===== src/rtl/add_arb_pkg.sv =====
// Shared constants for the round-robin arbitrated split-carry adder.
package add_arb_pkg;

  localparam int unsigned NREQ    = 4;
  localparam int unsigned W       = 8;
  localparam int unsigned ID_W    = $clog2(NREQ);
  localparam int unsigned HALF_W  = W / 2;
  localparam int unsigned ADD_LAT = 2;

  // Id width that stays legal for a single requester.
  function automatic int unsigned id_width(input int unsigned n);
    return (n > 1) ? $clog2(n) : 1;
  endfunction

endpackage


===== src/rtl/add_split_pipe.sv =====
// Two-stage adder: low half plus carry-in first, high half plus low carry second.
module add_split_pipe #(
  parameter int unsigned W    = add_arb_pkg::W,
  parameter int unsigned ID_W = add_arb_pkg::ID_W
) (
  input  logic            clk,
  input  logic            rst,
  input  logic            in_valid,
  input  logic [W-1:0]    a,
  input  logic [W-1:0]    b,
  input  logic            cin,
  input  logic [ID_W-1:0] in_id,
  output logic            out_valid,
  output logic [W-1:0]    sum,
  output logic            cout,
  output logic [ID_W-1:0] out_id
);

  localparam int unsigned HW = W / 2;

  logic            s1_valid;
  logic [HW-1:0]   s1_lo;
  logic            s1_c;
  logic [HW-1:0]   s1_a_hi;
  logic [HW-1:0]   s1_b_hi;
  logic [ID_W-1:0] s1_id;

  logic [HW:0]     lo_c;
  logic [HW:0]     hi_c;

  assign lo_c = {1'b0, a[HW-1:0]} + {1'b0, b[HW-1:0]} + {{HW{1'b0}}, cin};
  assign hi_c = {1'b0, s1_a_hi} + {1'b0, s1_b_hi} + {{HW{1'b0}}, s1_c};

  // Stage 1: low-half sum and carry, high operands and id carried forward.
  always_ff @(posedge clk or posedge rst) begin
    if (rst) begin
      s1_valid <= 1'b0;
      s1_lo    <= '0;
      s1_c     <= 1'b0;
      s1_a_hi  <= '0;
      s1_b_hi  <= '0;
      s1_id    <= '0;
    end else begin
      s1_valid <= in_valid;
      if (in_valid) begin
        s1_lo   <= lo_c[HW-1:0];
        s1_c    <= lo_c[HW];
        s1_a_hi <= a[W-1:HW];
        s1_b_hi <= b[W-1:HW];
        s1_id   <= in_id;
      end
    end
  end

  // Stage 2: result registers hold their last value between strobes.
  always_ff @(posedge clk or posedge rst) begin
    if (rst) begin
      out_valid <= 1'b0;
      sum       <= '0;
      cout      <= 1'b0;
      out_id    <= '0;
    end else begin
      out_valid <= s1_valid;
      if (s1_valid) begin
        {cout, sum} <= {hi_c, s1_lo};
        out_id      <= s1_id;
      end
    end
  end

endmodule


===== src/rtl/add_arb4.sv =====
// Round-robin arbiter sharing one pipelined adder among NREQ requesters,
// with one operation in flight per requester.
module add_arb4 #(
  parameter int unsigned NREQ = add_arb_pkg::NREQ,
  parameter int unsigned W    = add_arb_pkg::W
) (
  input  logic                                    clk,
  input  logic                                    rst,
  input  logic                                    en,
  input  logic [NREQ-1:0]                         req_valid,
  output logic [NREQ-1:0]                         req_ready,
  input  logic [NREQ*W-1:0]                       req_a,
  input  logic [NREQ*W-1:0]                       req_b,
  input  logic [NREQ-1:0]                         req_cin,
  output logic                                    rsp_valid,
  output logic [add_arb_pkg::id_width(NREQ)-1:0]  rsp_id,
  output logic [W-1:0]                            rsp_sum,
  output logic                                    rsp_cout,
  output logic [NREQ-1:0]                         pending
);

  import add_arb_pkg::*;

  localparam int unsigned IDW = id_width(NREQ);

  logic [IDW-1:0]  ptr;
  logic [NREQ-1:0] elig;
  logic [NREQ-1:0] gnt;
  logic            gnt_any;
  logic [IDW-1:0]  gnt_idx;
  logic [NREQ-1:0] clr;
  logic [W-1:0]    sel_a;
  logic [W-1:0]    sel_b;
  logic            sel_cin;

  assign elig = rst ? '0 : (req_valid & ~pending & {NREQ{en}});

  // First eligible requester at or after ptr, wrapping.
  always_comb begin
    int unsigned idx;
    idx     = 0;
    gnt_any = 1'b0;
    gnt_idx = '0;
    for (int unsigned k = 0; k < NREQ; k++) begin
      idx = (32'(ptr) + k) % NREQ;
      if (!gnt_any && elig[idx]) begin
        gnt_any = 1'b1;
        gnt_idx = IDW'(idx);
      end
    end
  end

  assign gnt       = gnt_any ? (NREQ'(1) << gnt_idx) : '0;
  assign req_ready = gnt;

  assign sel_a   = req_a[32'(gnt_idx) * W +: W];
  assign sel_b   = req_b[32'(gnt_idx) * W +: W];
  assign sel_cin = req_cin[gnt_idx];

  assign clr = rsp_valid ? (NREQ'(1) << rsp_id) : '0;

  // Pointer advance and per-requester in-flight tracking.
  always_ff @(posedge clk or posedge rst) begin
    if (rst) begin
      ptr     <= '0;
      pending <= '0;
    end else begin
      pending <= (pending | gnt) & ~clr;
      if (gnt_any) begin
        ptr <= (32'(gnt_idx) == NREQ - 1) ? '0 : gnt_idx + IDW'(1);
      end
    end
  end

  add_split_pipe #(
    .W    (W),
    .ID_W (IDW)
  ) u_pipe (
    .clk       (clk),
    .rst       (rst),
    .in_valid  (gnt_any),
    .a         (sel_a),
    .b         (sel_b),
    .cin       (sel_cin),
    .in_id     (gnt_idx),
    .out_valid (rsp_valid),
    .sum       (rsp_sum),
    .cout      (rsp_cout),
    .out_id    (rsp_id)
  );

endmodule


===== config.mk =====
export PLATFORM = sky130hd
export DESIGN_NAME = add_arb4
export DESIGN_NICKNAME = d
export VERILOG_FILES = /design/src/rtl/add_arb_pkg.sv /design/src/rtl/add_split_pipe.sv /design/src/rtl/add_arb4.sv
export SDC_FILE = /design/constraint.sdc
export NUM_CORES = 1
export LEC_CHECK = 0
export CORE_ASPECT_RATIO = 0.9
export CORE_MARGIN = 1
export CORE_UTILIZATION = 43
export CTS_CLUSTER_DIAMETER = 120
export DETAILED_ROUTE_END_ITERATION = 12
export PLACE_DENSITY = 0.81
export SLEW_MARGIN = 20
export SYNTH_ARGS = -nofsm -noshare
export SYNTH_HDL_FRONTEND = slang
export SYNTH_SLANG_ARGS = --single-unit

===== constraint.sdc =====
create_clock -name clk -period 4.24 [get_ports clk]
set_input_delay 0.424 -clock clk [delete_from_list [all_inputs] [get_ports clk]]
set_output_delay 0.424 -clock clk [all_outputs]
set_load 0.005 [all_outputs]

== After elaboration in Yosys (flattened, before gate mapping) ==
Cells that the tools add are included.

* Eq/ne operators: 1
* Magnitude comparators: 5
* Reductions and logical operators: 6
* Shift-type cells: 4
* Divide/modulo/power cells: 0
* Add/subtract/negate cells: 8
* Multiply operators: 0
* Muxes and demuxes: 22
* Bitwise logic cells: 6

{| class="wikitable"
|+ Operators with widths
! kind !! count
|-
| variable part select 32 x 6 -> 8 bit || 2
|-
| less-than comparator 2 x 3 -> 1 bit (second input constant) || 5
|-
| AND 4 bit || 3
|-
| 2-to-1 mux 4 bit || 3
|-
| adder 4 x 4 -> 5 bit || 2
|-
| adder 5 x 1 -> 5 bit || 2
|-
| binary-select mux 1 bit (select 2 bit) || 5
|-
| 2-to-1 mux 2 bit || 5
|-
| 2-to-1 mux 1 bit || 9
|-
| NOT 4 bit || 2
|-
| left shift 1 x 2 -> 4 bit (first input constant) || 2
|-
| adder 2 x 1 -> 2 bit (second input constant) || 2
|-
| adder 2 bit (second input constant) || 2
|-
| bitwise OR 4 bit || 1
|-
| logical AND 1 bit || 3
|-
| logical NOT 1 bit || 3
|-
| equality test 2 bit (second input constant) || 1
|}

* Bits in writable memories: 0
* ROM bits: 0
* Logic and storage cells: 64
* Flip-flop bits (word level): 34
* Bits in latches: 0
* Input port bits: 75
* Output and inout port bits: 20
* Memories: 0

== Logic depth before layout (Yosys ltp) ==
* Word-level depth: 20
* Mapped depth: 13
* Gate-level depth less buffers: 10

== Modules after synthesis ==
Synthesis repeated with hierarchy kept, for this count alone.

* Cell total of the unflattened synthesis: 205
* Area total of the unflattened synthesis: 2377.3 um2

{| class="wikitable"
|+ By module, submodules not included
! module !! seq. area each (um2) !! instances !! cells an instance !! area each (um2)
|-
| add_split_pipe || 700.7 || 1 || 103 || 1343.8
|-
| add_arb4 || 150.1 || 1 || 102 || 1033.5
|}

== Least setup slack after synthesis ==
OpenSTA, ideal clock, no wires.

* Path kind: input port to flip-flop
* Start: in rst
* End: reg u_pipe.s1_c
* Setup time: 0.131 ns
* Path buffers: 1
* Arrival time: 3.294 ns
* Required time: 4.109 ns
* Slack: 0.815 ns
* Stages on the path: 11
* Path through: or4bb_1 -> o21ai_0 -> o22a_1 -> buf_4 -> mux4_2 -> fa_1 -> fa_1 -> a21oi_1 -> nor2b_1 -> o21ai_0 -> o21ai_0

* Cells in the longest elaborated chain, start to end: 16
* Elaborated cells on any way between the ends: 29
* Classes of those cells: add/sub: 2; shift: 2; mux: 19; reduce/logical: 6

{| class="wikitable"
|+ RTL lines
! element !! RTL line !! RTL
|-
| start: declaration || add_arb4.sv:8 || <nowiki>input logic rst,</nowiki>
|-
| 2-to-1 mux 4 bit (*) || add_arb4.sv:36 || <nowiki>assign elig = rst ? '0 : (req_valid & ~pending & {NREQ{en}});</nowiki>
|-
| binary-select mux 1 bit (select 2 bit) || add_arb4.sv:46 || <nowiki>if (!gnt_any && elig[idx]) begin</nowiki>
|-
| 2-to-1 mux 1 bit (implied by the code) || add_arb4.sv:46 ||
|-
| 2-to-1 mux 1 bit || add_arb4.sv:46 ||
|-
| logical NOT 1 bit || add_arb4.sv:46 ||
|-
| logical AND 1 bit || add_arb4.sv:46 ||
|-
| 2-to-1 mux 1 bit || add_arb4.sv:46 ||
|-
| logical NOT 1 bit || add_arb4.sv:46 ||
|-
| logical AND 1 bit || add_arb4.sv:46 ||
|-
| 2-to-1 mux 1 bit || add_arb4.sv:46 ||
|-
| logical NOT 1 bit || add_arb4.sv:46 ||
|-
| logical AND 1 bit || add_arb4.sv:46 ||
|-
| 2-to-1 mux 2 bit || add_arb4.sv:46 ||
|-
| variable part select 32 x 6 -> 8 bit, or another cell as far along || add_arb4.sv:56 || <nowiki>assign sel_a = req_a[32'(gnt_idx) * W +: W];</nowiki>
|-
| adder 4 x 4 -> 5 bit or 2-to-1 mux 1 bit (tied branches) || add_split_pipe.sv:31, add_arb4.sv:58 ||
|-
| adder 5 x 1 -> 5 bit || add_split_pipe.sv:31 || <nowiki>assign lo_c = {1'b0, a[HW-1:0]} + {1'b0, b[HW-1:0]} + {{HW{1'b0}}, cin};</nowiki>
|-
| end signal: assignment || add_split_pipe.sv:47 || <nowiki>s1_c <= lo_c[HW];</nowiki>
|-
| end: declaration || add_split_pipe.sv:23 || <nowiki>logic s1_c;</nowiki>
|}

Mark *: on every way between the ends. The rest lies on a longest branch, timed or not. The select of a mux whose other input is x is not followed.
A chain may end at the register's enable or synchronous reset.

== Worst setup path in the final report ==
* Start: in req_valid[2]
* End: reg u_pipe.s1_c

* Cells in the longest elaborated chain, start to end: 18
* Elaborated cells on any way between the ends: 31
* Classes of those cells: add/sub: 2; shift: 2; mux: 19; bitwise: 2; reduce/logical: 6

{| class="wikitable"
|+ RTL lines
! element !! RTL line !! RTL
|-
| start: declaration || add_arb4.sv:10 || <nowiki>input logic [NREQ-1:0] req_valid,</nowiki>
|-
| AND 4 bit (*) (2 in a row) || add_arb4.sv:36 ||
|-
| 2-to-1 mux 4 bit (*) || add_arb4.sv:36 ||
|-
| binary-select mux 1 bit (select 2 bit) || add_arb4.sv:46 ||
|-
| 2-to-1 mux 1 bit (implied by the code) || add_arb4.sv:46 ||
|-
| 2-to-1 mux 1 bit || add_arb4.sv:46 ||
|-
| logical NOT 1 bit || add_arb4.sv:46 ||
|-
| logical AND 1 bit || add_arb4.sv:46 ||
|-
| 2-to-1 mux 1 bit || add_arb4.sv:46 ||
|-
| logical NOT 1 bit || add_arb4.sv:46 ||
|-
| logical AND 1 bit || add_arb4.sv:46 ||
|-
| 2-to-1 mux 1 bit || add_arb4.sv:46 ||
|-
| logical NOT 1 bit || add_arb4.sv:46 ||
|-
| logical AND 1 bit || add_arb4.sv:46 ||
|-
| 2-to-1 mux 2 bit || add_arb4.sv:46 ||
|-
| variable part select 32 x 6 -> 8 bit, or another cell as far along || add_arb4.sv:56 ||
|-
| adder 4 x 4 -> 5 bit or 2-to-1 mux 1 bit (tied branches) || add_split_pipe.sv:31, add_arb4.sv:58 ||
|-
| adder 5 x 1 -> 5 bit || add_split_pipe.sv:31 ||
|}

Marked as above.

==> impl_summary.md <==
Critical path
Counting stages on the worst path, the most repeated cell is o21ai_0. STA classifies the critical path endpoint as a register. Data on the critical path arrives at its endpoint at 4.01 ns. The data required time at the worst endpoint is 4.40 ns. In this run the worst path has a maximum fanout of 4.

The startpoint identified for the worst register-to-register timing path is pending[2]$_DFF_PP0_. The beginning of the critical path is req_valid[2]. The number of buffer and inverter stages on the critical path is 1. The library cell contributing the largest single delay on the critical path is or4bb_1. The stage delay of the slowest cell on the critical path is 0.58 ns.

The signal on the critical path passes through clkdlybuf4s50_1 > or4bb_1 > o21ai_0 > o22a_1 > mux4_2 > fa_1 > fa_1 > a21oi_1 > nor2b_1 > o21ai_0 > o21ai_0. By startpoint and endpoint, the worst setup path is classified as input port to register. The gate family responsible for the most delay along the worst path is compound AO/OA/AOI/OAI gates.

The worst setup path is launched from an input port.

Logic synthesis
For this run, the number of Yosys warnings is 0. The post-synthesis sequential area ratio is 37.7%. The flip-flop cell with the highest count after synthesis is dfrtp_1. The netlist uses 40 different library cells. The synthesized design contains 0 enable-type register cells. The synthesized design devotes to its leading area cell type 37.7% of total area. The synthesized design spends more area on one cell type than any other, namely dfrtp_1.

The cell area after synthesis is 2260 um^2. The post-synth net total is 287. The cell count after synthesis is 198. After synthesis the netlist holds a flip-flop and latch count of 34.

By area the synthesized netlist is led by dfrtp_1, mux4_2, ha_1, mux2_2, fa_1. Counting flops with an async set or reset pin after synthesis yields a share of 100%. The mean post-synth cell area is 11.4 um^2.

Die
In this run the vertical extent of the chip is 70.8 um. The die is 78.4 um wide. The count of standard-cell rows is 24. The effective utilization at floorplan is 45.6%. The placeable core region is 4950 um^2. The die covers 5550 um^2. The number of top-level pins is 95.

Clock network
CTS saw 34 sinks. The clock root buffer master is clkbuf_8. The maximum number of buffers from clock root to sink is 2. The clock tree synthesis step divided the H-tree into 2 levels. The clock edge transition at the registers on the reported setup and hold paths is 0.07 ns. TritonCTS built the clock tree. The clock latency on the worst-skew pair is 0.28 ns. Counting the buffers created by CTS gives 5. After clock tree synthesis, the repair step resized 0 gates.

The count of hold buffers inserted by post-cts repair is 0. Once the clock tree was built, the setup fixing pass inserted 0 buffers.

Placement
Prior to clock tree synthesis, the placed netlist has a worst setup slack of 0.113 ns. The half-perimeter wire length after detailed placement is 4.17 mm. The number of placed cells counting well taps is 352. During placement, the flow inserted port buffers numbering 94. The final weighted congestion in routability-driven placement is 0.742.

Timing
After layout, the worst setup slack is 0.396 ns. Summed over all failing endpoints, the final setup total negative slack is 0 ns. Static timing analysis puts the maximum clock frequency at 260 MHz. Dividing the final minimum period by the clock period gives 90.7%. The final hold violation count was 0. The number of endpoints failing setup at the final stage is 0. The total count of max-transition violations in the final report came to 0. The measured slew at the worst slew-check pin is 0.771 ns. Across the routed clock network, the largest skew measured is 0.00891 ns. The normalized max-slew margin is 48.4%. The clock period minus final worst setup slack is 3.84 ns. Setup repair after global routing left no endpoint under its margin.

Power
VDD sags by at most 0.000254 V. The total power consumption of the routed design is 1.67 mW. The cell leakage power is 1.40 nW. In this run the power density over the cells is 500 nW/um^2.

Finish
The number of non-filler instances in the completed layout is 360. After the last flow step, the layout net total stands at 383. The repair_antennas step left the layout with diodes totalling 0. The post-route netlist has 12.5% of its cells at a drive strength greater than 1.

The area growth from synthesis to layout is 47.7%.

Min path
The worst hold path begins at u_pipe.s1_id[1]$_DFFE_PP0P_. The path category of the worst min-delay check is register to register.

GRT
The initial antenna violation count was 0. The maximum number of pins on one net before global-route repair is 35. The total global routing overflow is 0. The first global-routing pass estimated 8.83 mm of wire. Global routing consumed, over all layers together, 20.5% of the routing resources. The number of global-route vias before repair was 1,965.

Detailed routing
The ratio of routed vias to standard cells is 5.45. The vias after detailed routing is 1,961. The count of nets left with antenna violations once routing finished came out at 0. The detailed router finished its first iteration with 85 violations. The detail-routed net length per standard cell is 14.3 um.

The post-detailed-route DRC marker count is 0. The final routed wirelength across all metal layers is 5.15 mm. The number of search-and-repair iterations in the first detailed-routing pass is 4.

Run
Max-cap violations in this run came to 0.

Status
The flow ran to the end, and the final reports show no timing, DRC or antenna violations.
## area by class of cell
type	count	area, um^2
inverters	14	52.6
well taps	65	81.3
flip-flops and latches	34	851
multi-input cells	139	1270
repair buffers	100	986
clock buffers	7	86.3
fillers	404	1620
clock inverters	1	5.00
## registers in the layout, summed over array words and instances, names as in the netlist, 2 cells and up
name,flops
u_pipe.sum,8
pending,4
u_pipe.s1_b_hi,4
u_pipe.out_id,2
ptr,2
u_pipe.s1_a_hi,4
u_pipe.s1_lo,4
u_pipe.s1_id,2
## worst paths after layout
| kind | cells past startpoint | endpoint | slack, ns |
|---|---|---|---|
| setup / recovery | 11 | u_pipe.s1_c$_DFFE_PP0P_ | 0.40 |
| hold / removal | 2 | u_pipe.out_id[1]$_DFFE_PP0P_ | 0.49 |
| setup reg to reg | 10 | u_pipe.s1_c$_DFFE_PP0P_ | 0.63 |
| hold reg to reg | 2 | u_pipe.out_id[1]$_DFFE_PP0P_ | 0.49 |
| max in group asynchronous | 3 | u_pipe.sum[2]$_DFFE_PP0P_ | 3.29 |
| min in group asynchronous | 3 | u_pipe.sum[4]$_DFFE_PP0P_ | 0.64 |
## metal layers
layer  vias up  wire length, um  global-route usage (%)
li1        926                -                       -
met1       953             2260                    25.6
met2        77             2540                    35.8
met3         5              305                    5.03
met4         0               44                    5.14
met5         -                0                       0
## power breakdown
part | total, mW | switching [mW] | internal (mW) | leakage [nW]
registers | 0.602 | 0.123 | 0.479 | 0.403
logic | 0.829 | 0.331 | 0.497 | 0.952
clock network | 0.240 | 0.109 | 0.131 | 0.0482
total | 1.67 | 0.563 | 1.11 | 1.40
## kinds of logic (layout without fill, tap and decap cells)
logic type	after synthesis	count (layout)	synth area share, %
AO/OA/AOI/OAI	53	53	16.8
XOR/XNOR	4	4	1.55
flip-flops	34	34	37.7
multiplexers	27	27	18.0
buffers and inverters	25	122	6.20
AND/OR/NAND/NOR	41	41	10.7
adder cells (fa/ha/maj)	14	14	9.08
## worst min-delay path, cell delays in order (launching register included)
cell,delay [ns]
dfrtp_1,0.34
nand2_1,0.05
o21ai_0,0.06
## Yosys cell counts, types with 5 or more instances
| cell | number |
|---|---|
| ha_1 | 10 |
| inv_1 | 14 |
| mux4_2 | 6 |
| mux2_2 | 10 |
| dfrtp_1 | 34 |
| mux2i_1 | 8 |
| and2_1 | 12 |
| clkbuf_1 | 5 |
| a21oi_1 | 13 |
| a221oi_1 | 8 |
| o21ai_0 | 7 |
| a211oi_1 | 6 |
| nor2_1 | 13 |
## placed cells by master, fill, tap and decap left out, types with 2 or more instances in the layout
master           count
a221oi_1             8
fa_1                 4
and2_1              12
a21oi_1             13
clkdlybuf4s50_1     94
inv_1               14
a211oi_2             3
o21ai_0              7
clkbuf_8             6
dfrtp_1             34
mux2i_1              8
buf_4                6
nor2b_1              3
mux4_2               6
nand2b_1             3
and4bb_2             2
o32a_1               2
nor2_1              13
mux2_2              10
xnor2_1              4
a31oi_1              3
a21o_1               3
nand2_1              3
a211oi_1             6
mux4_1               3
ha_1                10
## stage by stage
stage | hold slack [ns] | instance area, um^2 | util, %
2_1_floorplan | 0.352 | 2260 | -
3_3_place_gp | 0.468 | 3250 | 65.5
3_5_place_dp | 0.476 | 3250 | 65.5
4_1_cts | 0.491 | 3340 | 67.3
5_1_grt | 0.525 | 3340 | 67.3
6_report | 0.492 | 3340 | 67.3
Power figures use the tool's default switching activity.
